### src/rtl/alu_pkg.sv
// Shared definitions for the HI/LO accumulator: op encodings, datapath widths
// and the accumulate state machine encoding.
package alu_pkg;

    localparam int HILO_W = 64;
    localparam int HALF_W = 32;

    localparam logic [2:0] OP_NOP   = 3'd0;
    localparam logic [2:0] OP_MUL   = 3'd1;
    localparam logic [2:0] OP_MADD  = 3'd2;
    localparam logic [2:0] OP_MADDU = 3'd3;
    localparam logic [2:0] OP_MTHI  = 3'd4;
    localparam logic [2:0] OP_MTLO  = 3'd5;

    typedef enum logic [1:0] {
        ST_IDLE   = 2'd0,
        ST_ADD_LO = 2'd1,
        ST_ADD_HI = 2'd2
    } hilo_state_e;

    // Signed add overflows when both addends share a sign the result lacks.
    function automatic logic signed_add_ovf(input logic a_sign, input logic b_sign,
                                            input logic r_sign);
        return (a_sign == b_sign) && (r_sign != a_sign);
    endfunction

endpackage

### src/rtl/hilo_add32.sv
// 32-bit ripple adder slice with carry-in/carry-out, used for each accumulator half.
module hilo_add32
    import alu_pkg::*;
(
    input  logic [HALF_W-1:0] a,
    input  logic [HALF_W-1:0] b,
    input  logic              cin,
    output logic [HALF_W-1:0] sum,
    output logic              cout
);

    assign {cout, sum} = {1'b0, a} + {1'b0, b} + {{HALF_W{1'b0}}, cin};

endmodule

### src/rtl/hilo_unit.sv
// HI/LO accumulator behind the ALU multiplier: commits products, accumulates
// with an optional two-cycle split carry chain, and reports accumulate overflow.
module hilo_unit
    import alu_pkg::*;
#(
    parameter int ADD_SPLIT = 1
) (
    input  logic              clk,
    input  logic              rst,
    input  logic              in_valid,
    output logic              in_ready,
    input  logic [2:0]        in_op,
    input  logic [HILO_W-1:0] mult_res,
    input  logic [HALF_W-1:0] wdata,
    output logic [HALF_W-1:0] hi,
    output logic [HALF_W-1:0] lo,
    output logic [HILO_W-1:0] mult_in,
    output logic              busy,
    output logic              done,
    output logic              acc_ovf
);

    hilo_state_e       state_r, state_nx_s;
    logic [HALF_W-1:0] hi_r, hi_nx_s, lo_r, lo_nx_s;
    logic [HILO_W-1:0] operand_r, operand_nx_s;
    logic              signed_r, signed_nx_s;
    logic [HALF_W:0]   sum_lo_r, sum_lo_nx_s;
    logic              busy_r, done_r, done_nx_s, ovf_r, ovf_nx_s;
    logic              accept_s;

    logic [HALF_W-1:0] add_lo_b_s, add_lo_sum_s, add_hi_b_s, add_hi_sum_s;
    logic              add_lo_cout_s, add_hi_cin_s, add_hi_cout_s;

    // Split mode feeds the adders from latched state; single-cycle mode chains them off the live product.
    always_comb begin
        if (ADD_SPLIT != 0) begin
            add_lo_b_s   = operand_r[HALF_W-1:0];
            add_hi_b_s   = operand_r[HILO_W-1:HALF_W];
            add_hi_cin_s = sum_lo_r[HALF_W];
        end else begin
            add_lo_b_s   = mult_res[HALF_W-1:0];
            add_hi_b_s   = mult_res[HILO_W-1:HALF_W];
            add_hi_cin_s = add_lo_cout_s;
        end
    end

    hilo_add32 u_add_lo (
        .a    (lo_r),
        .b    (add_lo_b_s),
        .cin  (1'b0),
        .sum  (add_lo_sum_s),
        .cout (add_lo_cout_s)
    );

    hilo_add32 u_add_hi (
        .a    (hi_r),
        .b    (add_hi_b_s),
        .cin  (add_hi_cin_s),
        .sum  (add_hi_sum_s),
        .cout (add_hi_cout_s)
    );

    assign accept_s = in_valid && (state_r == ST_IDLE);

    // Next-state and next-register values for the whole unit.
    always_comb begin
        state_nx_s   = state_r;
        hi_nx_s      = hi_r;
        lo_nx_s      = lo_r;
        operand_nx_s = operand_r;
        signed_nx_s  = signed_r;
        sum_lo_nx_s  = sum_lo_r;
        done_nx_s    = 1'b0;
        ovf_nx_s     = ovf_r;
        case (state_r)
            ST_IDLE: begin
                if (accept_s) begin
                    case (in_op)
                        OP_MUL: begin
                            hi_nx_s   = mult_res[HILO_W-1:HALF_W];
                            lo_nx_s   = mult_res[HALF_W-1:0];
                            done_nx_s = 1'b1;
                        end
                        OP_MTHI: begin
                            hi_nx_s   = wdata;
                            done_nx_s = 1'b1;
                        end
                        OP_MTLO: begin
                            lo_nx_s   = wdata;
                            done_nx_s = 1'b1;
                        end
                        OP_MADD, OP_MADDU: begin
                            if (ADD_SPLIT != 0) begin
                                operand_nx_s = mult_res;
                                signed_nx_s  = (in_op == OP_MADD);
                                state_nx_s   = ST_ADD_LO;
                            end else begin
                                hi_nx_s   = add_hi_sum_s;
                                lo_nx_s   = add_lo_sum_s;
                                ovf_nx_s  = (in_op == OP_MADD) ?
                                    signed_add_ovf(hi_r[HALF_W-1], mult_res[HILO_W-1],
                                                   add_hi_sum_s[HALF_W-1]) :
                                    add_hi_cout_s;
                                done_nx_s = 1'b1;
                            end
                        end
                        default: begin
                            state_nx_s = ST_IDLE;
                        end
                    endcase
                end else begin
                    state_nx_s = ST_IDLE;
                end
            end
            ST_ADD_LO: begin
                sum_lo_nx_s = {add_lo_cout_s, add_lo_sum_s};
                state_nx_s  = ST_ADD_HI;
            end
            ST_ADD_HI: begin
                hi_nx_s    = add_hi_sum_s;
                lo_nx_s    = sum_lo_r[HALF_W-1:0];
                ovf_nx_s   = signed_r ?
                    signed_add_ovf(hi_r[HALF_W-1], operand_r[HILO_W-1], add_hi_sum_s[HALF_W-1]) :
                    add_hi_cout_s;
                done_nx_s  = 1'b1;
                state_nx_s = ST_IDLE;
            end
            default: begin
                state_nx_s = ST_IDLE;
            end
        endcase
    end

    // State and datapath registers; reset drops any in-flight accumulate.
    always_ff @(posedge clk) begin
        if (rst) begin
            state_r   <= ST_IDLE;
            hi_r      <= {HALF_W{1'b0}};
            lo_r      <= {HALF_W{1'b0}};
            operand_r <= {HILO_W{1'b0}};
            signed_r  <= 1'b0;
            sum_lo_r  <= {(HALF_W+1){1'b0}};
            busy_r    <= 1'b0;
            done_r    <= 1'b0;
            ovf_r     <= 1'b0;
        end else begin
            state_r   <= state_nx_s;
            hi_r      <= hi_nx_s;
            lo_r      <= lo_nx_s;
            operand_r <= operand_nx_s;
            signed_r  <= signed_nx_s;
            sum_lo_r  <= sum_lo_nx_s;
            busy_r    <= (state_nx_s != ST_IDLE);
            done_r    <= done_nx_s;
            ovf_r     <= ovf_nx_s;
        end
    end

    assign in_ready = (state_r == ST_IDLE);
    assign hi       = hi_r;
    assign lo       = lo_r;
    assign mult_in  = {hi_r, lo_r};
    assign busy     = busy_r;
    assign done     = done_r;
    assign acc_ovf  = ovf_r;

endmodule

### config.mk
export PLATFORM = sky130hd
export DESIGN_NAME = hilo_unit
export DESIGN_NICKNAME = d
export VERILOG_FILES = /design/src/rtl/alu_pkg.sv /design/src/rtl/hilo_add32.sv /design/src/rtl/hilo_unit.sv
export SDC_FILE = /design/constraint.sdc
export NUM_CORES = 1
export LEC_CHECK = 0
export ABC_CLOCK_PERIOD_IN_PS = 4150
export BUFFER_PORTS_ARGS = -buffer_cell sky130_fd_sc_hd__buf_2
export CAP_MARGIN = 20
export CELL_PAD_IN_SITES_DETAIL_PLACEMENT = 0
export CELL_PAD_IN_SITES_GLOBAL_PLACEMENT = 2
export CORE_MARGIN = 3
export CORE_UTILIZATION = 32
export CTS_BUF_LIST = sky130_fd_sc_hd__clkbuf_8
export DETAILED_ROUTE_END_ITERATION = 12
export PLACE_DENSITY = 0.84
export SYNTH_ARGS = -nofsm -noshare
export SYNTH_HDL_FRONTEND = slang
export SYNTH_SLANG_ARGS = --single-unit
export TNS_END_PERCENT = 10
### constraint.sdc
create_clock -name clk -period 4.15 [get_ports clk]
set_clock_uncertainty 0.15 [all_clocks]
set_input_delay 0.6225 -clock clk [delete_from_list [all_inputs] [get_ports clk]]
set_output_delay 0.6225 -clock clk [all_outputs]
set_load 0.05 [all_outputs]
==> run_results.csv <==
group,metric,value,unit
status,status,"finished clean",
yosys,synth_top_area_share,31.95,%
critical_path,timing.rr.end,"hi[28]$_SDFFE_PP0P_",
route,drt_iter0_drc,560,
power_and_ir_drop,cellPowerDensity,305.6,nW/um^2
clock_tree,clockRootBuffer,"clkbuf_8",
clock_tree,worst_setup_hold_path_clk_slew,110,ps
critical_path,arrival,3650,ps
clock_tree,cts.sinks,167,
layout,final_nets,1639,
yosys,synth-async-reset-ratio,0,%
grt,grt_max_degree,77,
critical_path,r2r_slack,740,ps
timing,max_slew.worst_pin.slew,1063,ps
clock_tree,clk_latency,480,ps
yosys,ys_warn_count,0,
yosys,synth_edf_count,0,
yosys,synth_most_common_cell,"nand2_1",
clock_tree,cts_inserted_buffers,17,
critical_path,critPathMaxStageDelay,420,ps
critical_path,path_class,"reg -> reg",
timing,slew_violations,0,
placement,finalWeightedCongestion,0.8390,
grt,grt_pass1_vias,9573,
clock_tree,clock_path_buffers,2,
grt,track_usage,19.82,%
route,ant_nets,0,
route,vias,9867,
power_and_ir_drop,p_leak,0.005444,uW
route,via_per_inst,5.142,
floorplanning,core_area,31880,sq um
grt,overflow,0,
placement,hpwl,25800,microns
clock_tree,cts_tree,"done",
timing,fin_crit,3410,ps
timing,fmax,293.2,MHz
yosys,syn_area_per_cell,7.773,sq um
critical_path,crit_path_start,"sum_lo_r[32]$_SDFFE_PP0P_",
flow_run,drv_cap,0,
layout,drive_gt1_share,20.28,%
grt,antenna_found_initial,2,
yosys,syn-instance-count,1346,
floorplanning,die_w,186.8,microns
floorplanning,pin_count,234,
floorplanning,rows,65,
yosys,netlist_area,10460,sq um
yosys,synth_fp_nets,1514,
grt,grt_pass1_wl,55190,microns
clock_tree,cts_hold_buffers,0,
route,drc,0,
critical_path,cp_cell_sequence,"fa_1, inv_1, fa_1, nand2b_1, a21oi_1, o22ai_1, o21ai_1, a31oi_1, o31ai_1, a21oi_1, xnor2_1, a211oi_1",
clock_tree,htreeDepth,4,
yosys,synth_common_cells,"nand2_1 (294), a21oi_1 (192), dfxtp_1 (167)",
worst_hold_path,min_path_type,"in -> reg",
yosys,synth_ff_type,"dfxtp_1",
timing,fin_setup_tns,0,ps
worst_hold_path,whs_path_depth,3,
power_and_ir_drop,fin_total_pwr,3636,uW
route,wl_per_cell,18.48,microns
critical_path,crit_path_end_kind,"register",
floorplanning,dieArea,34900,sq um
critical_path,worstPathRequired,4390,ps
timing,fin_crit_sh,82.18,%
timing,rsz0062_at_grt,"false",
critical_path,crit_fanout,4,
layout,area_growth,13.74,%
layout,diodes,0,
timing,setup_viol,0,
critical_path,endpoint,"hi[28]$_SDFFE_PP0P_",
yosys,synth_area_leaders,"dfxtp_1 (32%), nand2_1 (11%), a21oi_1 (9.2%), ha_1 (7.5%), mux2i_1 (6.2%)",
clock_tree,postCtsSetupRepairBufs,0,
yosys,yosys.area.top_type,"dfxtp_1",
route,drt_pass1_iterations,5,
layout,finish.utilization,37.33,%
timing,slew_headroom,28.98,%
critical_path,cpMaxStageDelayCell,"dfxtp_1",
placement,place.port_buffers,233,
yosys,ys_ff_latch,167,
route,routed_wl,35470,microns
critical_path,r2r.worst_path.cells,12,
floorplanning,dieHeight,186.8,microns
timing,hold_violations,0,
yosys,synth-seq-area-share,31.95,%
power_and_ir_drop,peakVddDrop,0.0001913,V
critical_path,worstReg2RegStart,"sum_lo_r[32]$_SDFFE_PP0P_",
yosys,synth.distinct_cells,62,
floorplanning,start_util,32.82,%
critical_path,cp-start-kind,"register",
clock_tree,cts_resized,0,
-- where the power goes --
part | internal (uW) | switching (uW) | total [uW]
Clock | 426 | 700 | 1130
Combinational | 231 | 564 | 795
Sequential | 1660 | 55.6 | 1720
-- logic make-up (layout without fill, tap and decap cells) --
kind of cell,Yosys count,count (layout),synth area share [%]
xor gates and xnor gates,50,50,4.186
DFF,167,167,31.95
AOI/OAI and AO/OA,411,411,24.12
and+or+nand+nor,430,430,17.45
buffers and inverters,157,295,7.965
muxes,65,65,6.219
adders and majority gates,66,66,8.108
-- cell type report --
| type | instances | area, sq um |
|---|---|---|
| clock buffers | 17 | 234.0 |
| repair buffers | 247 | 1274 |
| multi-input cells | 1022 | 6324 |
| fillers | 3443 | 19980 |
| well taps | 435 | 544.3 |
| inverters | 16 | 60.06 |
| flip-flops and latches | 167 | 3343 |
| clock inverters | 15 | 121.4 |
-- cell usage in the layout (no fill, tap or decap), types with 14 or more instances in the layout --
cell and count:
buf_2 232, buf_4 15, o21ai_0 46, mux2i_1 65, xor2_1 23, a31oi_1 14
xnor2_1 27, nor2_1 44, dfxtp_1 167, a21o_1 26, o211ai_1 53, a21oi_1 192
nand2_1 294, ha_1 63, inv_1 15, a211oi_1 19, nand3_1 25, clkbuf_8 17
-- how the worst min path moves through the flow --
stage,from,end,slack (ps)
finish,mult_res[52],operand_r[52]$_SDFFE_PP0P_,230
floorplan,sum_lo_r[29]$_SDFFE_PP0P_,sum_lo_r[29]$_SDFFE_PP0P_,280
CTS,mult_res[6],operand_r[6]$_SDFFE_PP0P_,200
global route,mult_res[6],operand_r[6]$_SDFFE_PP0P_,210
global placement,sum_lo_r[20]$_SDFFE_PP0P_,sum_lo_r[20]$_SDFFE_PP0P_,290
detailed placement,sum_lo_r[23]$_SDFFE_PP0P_,sum_lo_r[23]$_SDFFE_PP0P_,300
-- through the flow --
step / hold slack (ps) / setup slack, ps / instance area [sq um] / std cells
6_report: 226.7 / 739.5 / 11900 / 1919
5_1_grt: 213.1 / 452.8 / 11900 / 1919
4_1_cts: 201.1 / 798.6 / 11900 / 1919
3_5_place_dp: 296.0 / 827.3 / 11540 / 1887
3_3_place_gp: 291.8 / 888.6 / 11540 / 1887
2_1_floorplan: 280.3 / 775.8 / 10460 / 1346
-- metal layers --
metal / global-route usage, % / up-vias / wire (microns)
met4: 5.089 / 4 / 595
met3: 3.411 / 26 / 1715
met5: 0 / - / 24
met1: 27.45 / 4614 / 17110
li1: - / 4941 / -
met2: 32.07 / 282 / 16020
-- flip-flops by register name (all words and copies together), names as in the netlist --
| register | count |
|---|---|
| operand_r | 64 |
| sum_lo_r | 33 |
| hi | 32 |
| lo | 32 |
| state_r | 2 |
| acc_ovf | 1 |
| busy | 1 |
| done | 1 |
| signed_r | 1 |
-- worst max-delay path, delay by kind of cell (launching register included) --
kind	cells	cell delay (ps)
and+or+nand+nor	1	180
adders and majority gates	2	680
xor gates and xnor gates	1	130
AOI/OAI and AO/OA	7	1700
buffers and inverters	1	70
DFF	1	420
Power figures use the tool's default switching activity.
